===== src/rtl/lc3_mem_ctrl.sv =====
// LC-3 memory interface: sequences async SRAM reads/writes with a fixed number of
// wait states and decodes one memory-mapped I/O word (switches / hex display).
module lc3_mem_ctrl #(
    parameter int unsigned WAIT_CYCLES = 2,
    parameter logic [15:0] IO_ADDR     = 16'hFFFF,
    parameter int unsigned SRAM_AW     = 20
) (
    input  logic               Clk,
    input  logic               Reset,
    input  logic               MEM_RD,
    input  logic               MEM_WE,
    input  logic [15:0]        MAR_addr,
    input  logic [15:0]        MDR_val,
    input  logic [15:0]        Switches,
    output logic [15:0]        Data_to_CPU,
    output logic               R,
    output logic [15:0]        Hex_out,
    output logic [SRAM_AW-1:0] sram_addr,
    input  logic [15:0]        sram_din,
    output logic [15:0]        sram_dout,
    output logic               sram_dq_oe,
    output logic               sram_ce_n,
    output logic               sram_oe_n,
    output logic               sram_we_n,
    output logic               sram_lb_n,
    output logic               sram_ub_n
);

    typedef enum logic [2:0] {
        S_IDLE  = 3'd0,
        S_SETUP = 3'd1,
        S_WAIT  = 3'd2,
        S_DONE  = 3'd3,
        S_HOLD  = 3'd4
    } state_t;

    localparam logic [3:0] WAIT_LAST = 4'(WAIT_CYCLES - 1);

    state_t             state_q, state_d;
    logic [3:0]         wait_cnt_q, wait_cnt_d;
    logic [15:0]        addr_q, addr_d;
    logic [15:0]        wdat_q, wdat_d;
    logic               op_q, op_d;
    logic               io_q, io_d;
    logic [15:0]        data_cpu_q, data_cpu_d;
    logic               r_q, r_d;
    logic [15:0]        hex_q, hex_d;
    logic [SRAM_AW-1:0] sram_addr_q, sram_addr_d;
    logic [15:0]        sram_dout_q, sram_dout_d;
    logic               dq_oe_q, dq_oe_d;
    logic               ce_n_q, ce_n_d;
    logic               oe_n_q, oe_n_d;
    logic               we_n_q, we_n_d;
    logic               lb_n_q, lb_n_d;
    logic               ub_n_q, ub_n_d;
    logic               req_s;

    assign req_s = MEM_RD | MEM_WE;

    // Transaction sequencing, request capture and read/IO data update.
    always_comb begin
        state_d    = state_q;
        wait_cnt_d = wait_cnt_q;
        addr_d     = addr_q;
        wdat_d     = wdat_q;
        op_d       = op_q;
        io_d       = io_q;
        data_cpu_d = data_cpu_q;
        hex_d      = hex_q;
        case (state_q)
            S_IDLE: begin
                if (req_s) begin
                    addr_d = MAR_addr;
                    wdat_d = MDR_val;
                    op_d   = MEM_WE;
                    io_d   = (MAR_addr == IO_ADDR);
                    if (MAR_addr == IO_ADDR) begin
                        state_d = S_DONE;
                        if (MEM_WE) begin
                            hex_d = MDR_val;
                        end else begin
                            data_cpu_d = Switches;
                        end
                    end else begin
                        state_d = S_SETUP;
                    end
                end else begin
                    state_d = S_IDLE;
                end
            end
            S_SETUP: begin
                state_d    = S_WAIT;
                wait_cnt_d = 4'd0;
            end
            S_WAIT: begin
                if (wait_cnt_q == WAIT_LAST) begin
                    state_d    = S_DONE;
                    wait_cnt_d = 4'd0;
                    if (!op_q) begin
                        data_cpu_d = sram_din;
                    end else begin
                        data_cpu_d = data_cpu_q;
                    end
                end else begin
                    wait_cnt_d = wait_cnt_q + 4'd1;
                end
            end
            S_DONE: begin
                state_d = S_HOLD;
            end
            S_HOLD: begin
                if (!req_s) begin
                    state_d = S_IDLE;
                end else begin
                    state_d = S_HOLD;
                end
            end
            default: begin
                state_d    = S_IDLE;
                wait_cnt_d = 4'd0;
            end
        endcase
    end

    // SRAM pins are decoded from the next state so they are registered yet aligned with it.
    always_comb begin
        r_d         = 1'b0;
        ce_n_d      = 1'b1;
        oe_n_d      = 1'b1;
        we_n_d      = 1'b1;
        lb_n_d      = 1'b1;
        ub_n_d      = 1'b1;
        dq_oe_d     = 1'b0;
        sram_addr_d = sram_addr_q;
        sram_dout_d = sram_dout_q;
        case (state_d)
            S_SETUP, S_WAIT: begin
                ce_n_d      = 1'b0;
                lb_n_d      = 1'b0;
                ub_n_d      = 1'b0;
                sram_addr_d = {{(SRAM_AW-16){1'b0}}, addr_d};
                if (op_d) begin
                    dq_oe_d     = 1'b1;
                    sram_dout_d = wdat_d;
                    we_n_d      = (state_d == S_WAIT) ? 1'b0 : 1'b1;
                end else begin
                    oe_n_d = 1'b0;
                end
            end
            S_DONE: begin
                r_d     = 1'b1;
                // Keep driving DQ one cycle past the we_n rising edge for data hold.
                dq_oe_d = op_d & ~io_d;
            end
            default: begin
                r_d = 1'b0;
            end
        endcase
    end

    // State and output registers with synchronous reset.
    always_ff @(posedge Clk) begin
        if (Reset) begin
            state_q     <= S_IDLE;
            wait_cnt_q  <= 4'd0;
            addr_q      <= 16'd0;
            wdat_q      <= 16'd0;
            op_q        <= 1'b0;
            io_q        <= 1'b0;
            data_cpu_q  <= 16'd0;
            r_q         <= 1'b0;
            hex_q       <= 16'd0;
            sram_addr_q <= '0;
            sram_dout_q <= 16'd0;
            dq_oe_q     <= 1'b0;
            ce_n_q      <= 1'b1;
            oe_n_q      <= 1'b1;
            we_n_q      <= 1'b1;
            lb_n_q      <= 1'b1;
            ub_n_q      <= 1'b1;
        end else begin
            state_q     <= state_d;
            wait_cnt_q  <= wait_cnt_d;
            addr_q      <= addr_d;
            wdat_q      <= wdat_d;
            op_q        <= op_d;
            io_q        <= io_d;
            data_cpu_q  <= data_cpu_d;
            r_q         <= r_d;
            hex_q       <= hex_d;
            sram_addr_q <= sram_addr_d;
            sram_dout_q <= sram_dout_d;
            dq_oe_q     <= dq_oe_d;
            ce_n_q      <= ce_n_d;
            oe_n_q      <= oe_n_d;
            we_n_q      <= we_n_d;
            lb_n_q      <= lb_n_d;
            ub_n_q      <= ub_n_d;
        end
    end

    assign Data_to_CPU = data_cpu_q;
    assign R           = r_q;
    assign Hex_out     = hex_q;
    assign sram_addr   = sram_addr_q;
    assign sram_dout   = sram_dout_q;
    assign sram_dq_oe  = dq_oe_q;
    assign sram_ce_n   = ce_n_q;
    assign sram_oe_n   = oe_n_q;
    assign sram_we_n   = we_n_q;
    assign sram_lb_n   = lb_n_q;
    assign sram_ub_n   = ub_n_q;

endmodule


===== config.mk =====
export PLATFORM = sky130hd
export DESIGN_NAME = lc3_mem_ctrl
export DESIGN_NICKNAME = d
export VERILOG_FILES = /design/src/rtl/lc3_mem_ctrl.sv
export SDC_FILE = /design/constraint.sdc
export NUM_CORES = 1
export LEC_CHECK = 0
export ABC_CLOCK_PERIOD_IN_PS = 3900
export BUFFER_PORTS_ARGS = -buffer_cell sky130_fd_sc_hd__buf_2
export CORE_ASPECT_RATIO = 1.75
export CORE_MARGIN = 1
export CORE_UTILIZATION = 45
export CTS_BUF_LIST = sky130_fd_sc_hd__clkbuf_4 sky130_fd_sc_hd__clkbuf_8
export CTS_CLUSTER_DIAMETER = 80
export DETAILED_ROUTE_END_ITERATION = 12
export PLACE_DENSITY = 0.72
export SETUP_SLACK_MARGIN = 0.05
export SLEW_MARGIN = 30
export SYNTH_ARGS = -nofsm -noshare
export SYNTH_HDL_FRONTEND = slang
export SYNTH_SLANG_ARGS = --single-unit

===== constraint.sdc =====
create_clock -name Clk -period 3.9 [get_ports Clk]
set_clock_uncertainty 0.15 [all_clocks]
set_input_delay 0.39 -clock Clk [delete_from_list [all_inputs] [get_ports Clk]]
set_output_delay 0.39 -clock Clk [all_outputs]
set_load 0.03 [all_outputs]

==> results.toml <==
[finish]
most-common-layout-cells = "buf_2, dfxtp_1, a21oi_1"
drive_gt1_share_pct = 32.54
antenna_cells = 0
final_core_util_pct = 55.86
stdcell_area_um2 = 5569
syn_to_final_growth_pct = 20.01
fill_cells = 946
mostFrequentLayoutCell = "buf_2"
stdcell_count = 712
fin_nets = 652
multi_input_comb_area_um2 = 2198
seq_area_um2 = 2202

[setup_path]
cp_max_fo = 20
cp_cell_sequence = "or3_1 > nor2_1 > a2bb2oi_4 > buf_4 > o32ai_1"
worstPathRequired_ns = 3.98
worst-path-buf-inv = 1
crit_path_end_kind = "flop"
worstRegToRegCells = 5
worstReg2RegStart = "state_q[2]"
r2r-end = "sram_dout[9]"
critPathTopFamily = "compound AO/OA/AOI/OAI gates"
crit_type = "reg2reg"
crit_arrival_ns = 2.93
setup.worst_path.start_class = "flop"
max_stage_delay_ns = 0.70
crit_slowest_cell = "dfxtp_1"
reg2reg_setup_slack_ns = 1.06

[yosys]
yosys_warnings = 0
synth_edf_count = 0
ys_ff_latch = 110
avgSynthCellArea_um2 = 9.874
async_reset_ff_share_pct = 0
synth_ff_type = "dfxtp_1"
ys_seq_area_share_pct = 47.45
post_synth_instance_area_um2 = 4641
synth.distinct_cells = 48
synthCells = 470

[timing]
worstMarginPinSlew_ns = 0.7981
setup_ws_ns = 1.057
fin_setup_tns_ns = 0
drv_slew = 0
slew_headroom_pct = 46.79
min_period_over_period_pct = 72.89
hold_viol = 0
rsz0062_at_grt = "false"
fmax_ghz = 0.3518
fin_crit_ns = 2.843
setup_viol = 0

[hold_path]
holdPathStages = 3
hold_class = "in2reg"
hold_path_end = "Hex_out[14]"
min_from = "MDR_val[14]"

[routing]
drt_first_iter_violations = 208
wirelength_um = 11780
drc_errors = 0
drtPass1Iterations = 6
vias = 3950
antenna_left = 0
viasPerCell = 5.548
wl_per_cell_um = 16.54

[floorplanning]
core_area_um2 = 9970
rows = 48
io-pin-count = 143
dieArea_um2 = 10740
initial_core_util_pct = 46.55
die_w_um = 78.77
die_h_um = 136.3

[global_routing]
grt-busiest-layer = "met2"
use_met1_pct = 25.43
grt_pass1_wl_um = 18640
grt_start_max_net_pins = 108
use_met3_pct = 5.101
antenna_found_initial = 0
track_usage_pct = 22.46
grt_use_met2_pct = 39.08
grt-ovfl-total = 0
first_global_vias = 3843

[placement]
place_congestion = 0.7502
dp_hpwl_um = 7958
placed_cell_area_um2 = 5314
io_buffers = 138
dp.cells = 696
dp_slack_ns = 0.7794

[clock_tree]
clockRootBuffer = "clkbuf_8"
cts_made_buffers = 9
ctsResizeCount = 0
cts_tree = "done"
clockBufferDepth = 2
cts_setup_buffers = 0
clk_latency_ns = 0.37
cts_max_level = 3
clkTransAtPathRegs_ns = 0.10
cts_sinks = 110
hold_buffers = 0

[power_and_ir_drop]
leakage_nw = 2.367
power_density_nw_per_um2 = 491.6
peakVddDrop_uv = 242.9

[status]
status = "finished, final reports clean"

[flow_run]
drv_cap = 0
[cells by family (layout without fill, tap and decap cells)]
kind of cell	Yosys count	in the layout	synth area share [%]
buffers and inverters	50	164	5.716
adder cells (fa/ha/maj)	2	2	0.5391
XOR/XNOR	1	1	0.1888
AO/OA/AOI/OAI	132	132	18.25
flip-flops	110	110	47.45
other	1	4	0.08081
multiplexers	48	48	11.76
AND/OR/NAND/NOR	126	126	16.02
[flip-flops by register name, indices dropped and copies added, names as in the netlist]
register	flops
wait_cnt_q	4
sram_dq_oe	1
sram_addr	16
op_q	1
wdat_q	16
Data_to_CPU	16
sram_ub_n	1
io_q	1
sram_oe_n	1
state_q	3
addr_q	16
sram_we_n	1
sram_dout	16
Hex_out	16
R	1
[Yosys cell counts (2+ instances only)]
cell type,n,share of area (%)
dfxtp_1,110,47
mux2_4,12,3.9
nand2b_1,16,2.2
or3b_1,2,0.38
a211oi_1,32,5.2
nand3_1,34,3.7
clkbuf_1,22,1.8
nor3_1,2,0.22
o21ai_0,35,3.8
or3_1,3,0.40
inv_1,3,0.24
o32ai_1,16,3.0
a21oi_1,42,4.5
nand2_1,4,0.32
ha_1,2,0.54
nor3b_1,3,0.49
buf_4,10,1.6
mux2i_1,32,6.9
nor3_4,2,0.70
nor2_1,25,2.0
nand4_1,3,0.40
nor2b_1,18,2.4
mux2_2,4,0.97
buf_2,13,1.4
or2_2,2,0.27
[final cells by class]
type / count / area share (%)
Timing Repair Buffer: 145 / 13.46
Multi-Input combinational cell: 313 / 39.47
Inverter: 3 / 0.2022
Clock buffer: 11 / 2.606
Sequential cell: 110 / 39.54
Tap cell: 125 / 2.808
Clock inverter: 5 / 1.910
[tightest hold or removal path: stages]
cell	delay [ns]
buf_2	0.11
nand3_1	0.06
a21oi_1	0.05
[where the power goes]
group / switching [mW] / total, mW / leakage (nW) / internal (mW)
sequential: 0.0508 / 1.27 / 0.898 / 1.22
combinational: 0.405 / 0.641 / 1.35 / 0.237
clock: 0.377 / 0.829 / 0.123 / 0.452
[metal layers]
layer  share of wire, %  vias to the layer above  wire length (µm)
met5                  0                        -                 0
met4                2.8                        0               328
met3                4.7                       23               559
met2                 53                      126              6221
met1                 40                     1874              4666
li1                   -                     1927                 -
[stage by stage]
| step | total power [mW] | hold slack (ns) |
|---|---|---|
| after global placement | 1.919 | 0.2932 |
| after detailed placement | 1.936 | 0.3058 |
| after global routing | 2.865 | 0.1016 |
| after CTS | 2.764 | 0.1009 |
| after floorplan | 1.773 | 0.2820 |
| final | 2.738 | 0.1181 |
[worst max-delay path by stage]
stage / end / cells after the start / from
6_report: sram_dout[9] / 5 / state_q[2]
5_1_grt: sram_dout[9] / 5 / state_q[2]
4_1_cts: sram_dout[9] / 5 / state_q[0]
3_5_place_dp: sram_dout[9] / 6 / MAR_addr[15]
3_3_place_gp: sram_dout[1] / 6 / MAR_addr[15]
2_1_floorplan: sram_addr[10] / 7 / wait_cnt_q[0]
(Power assumes the default switching activity.)
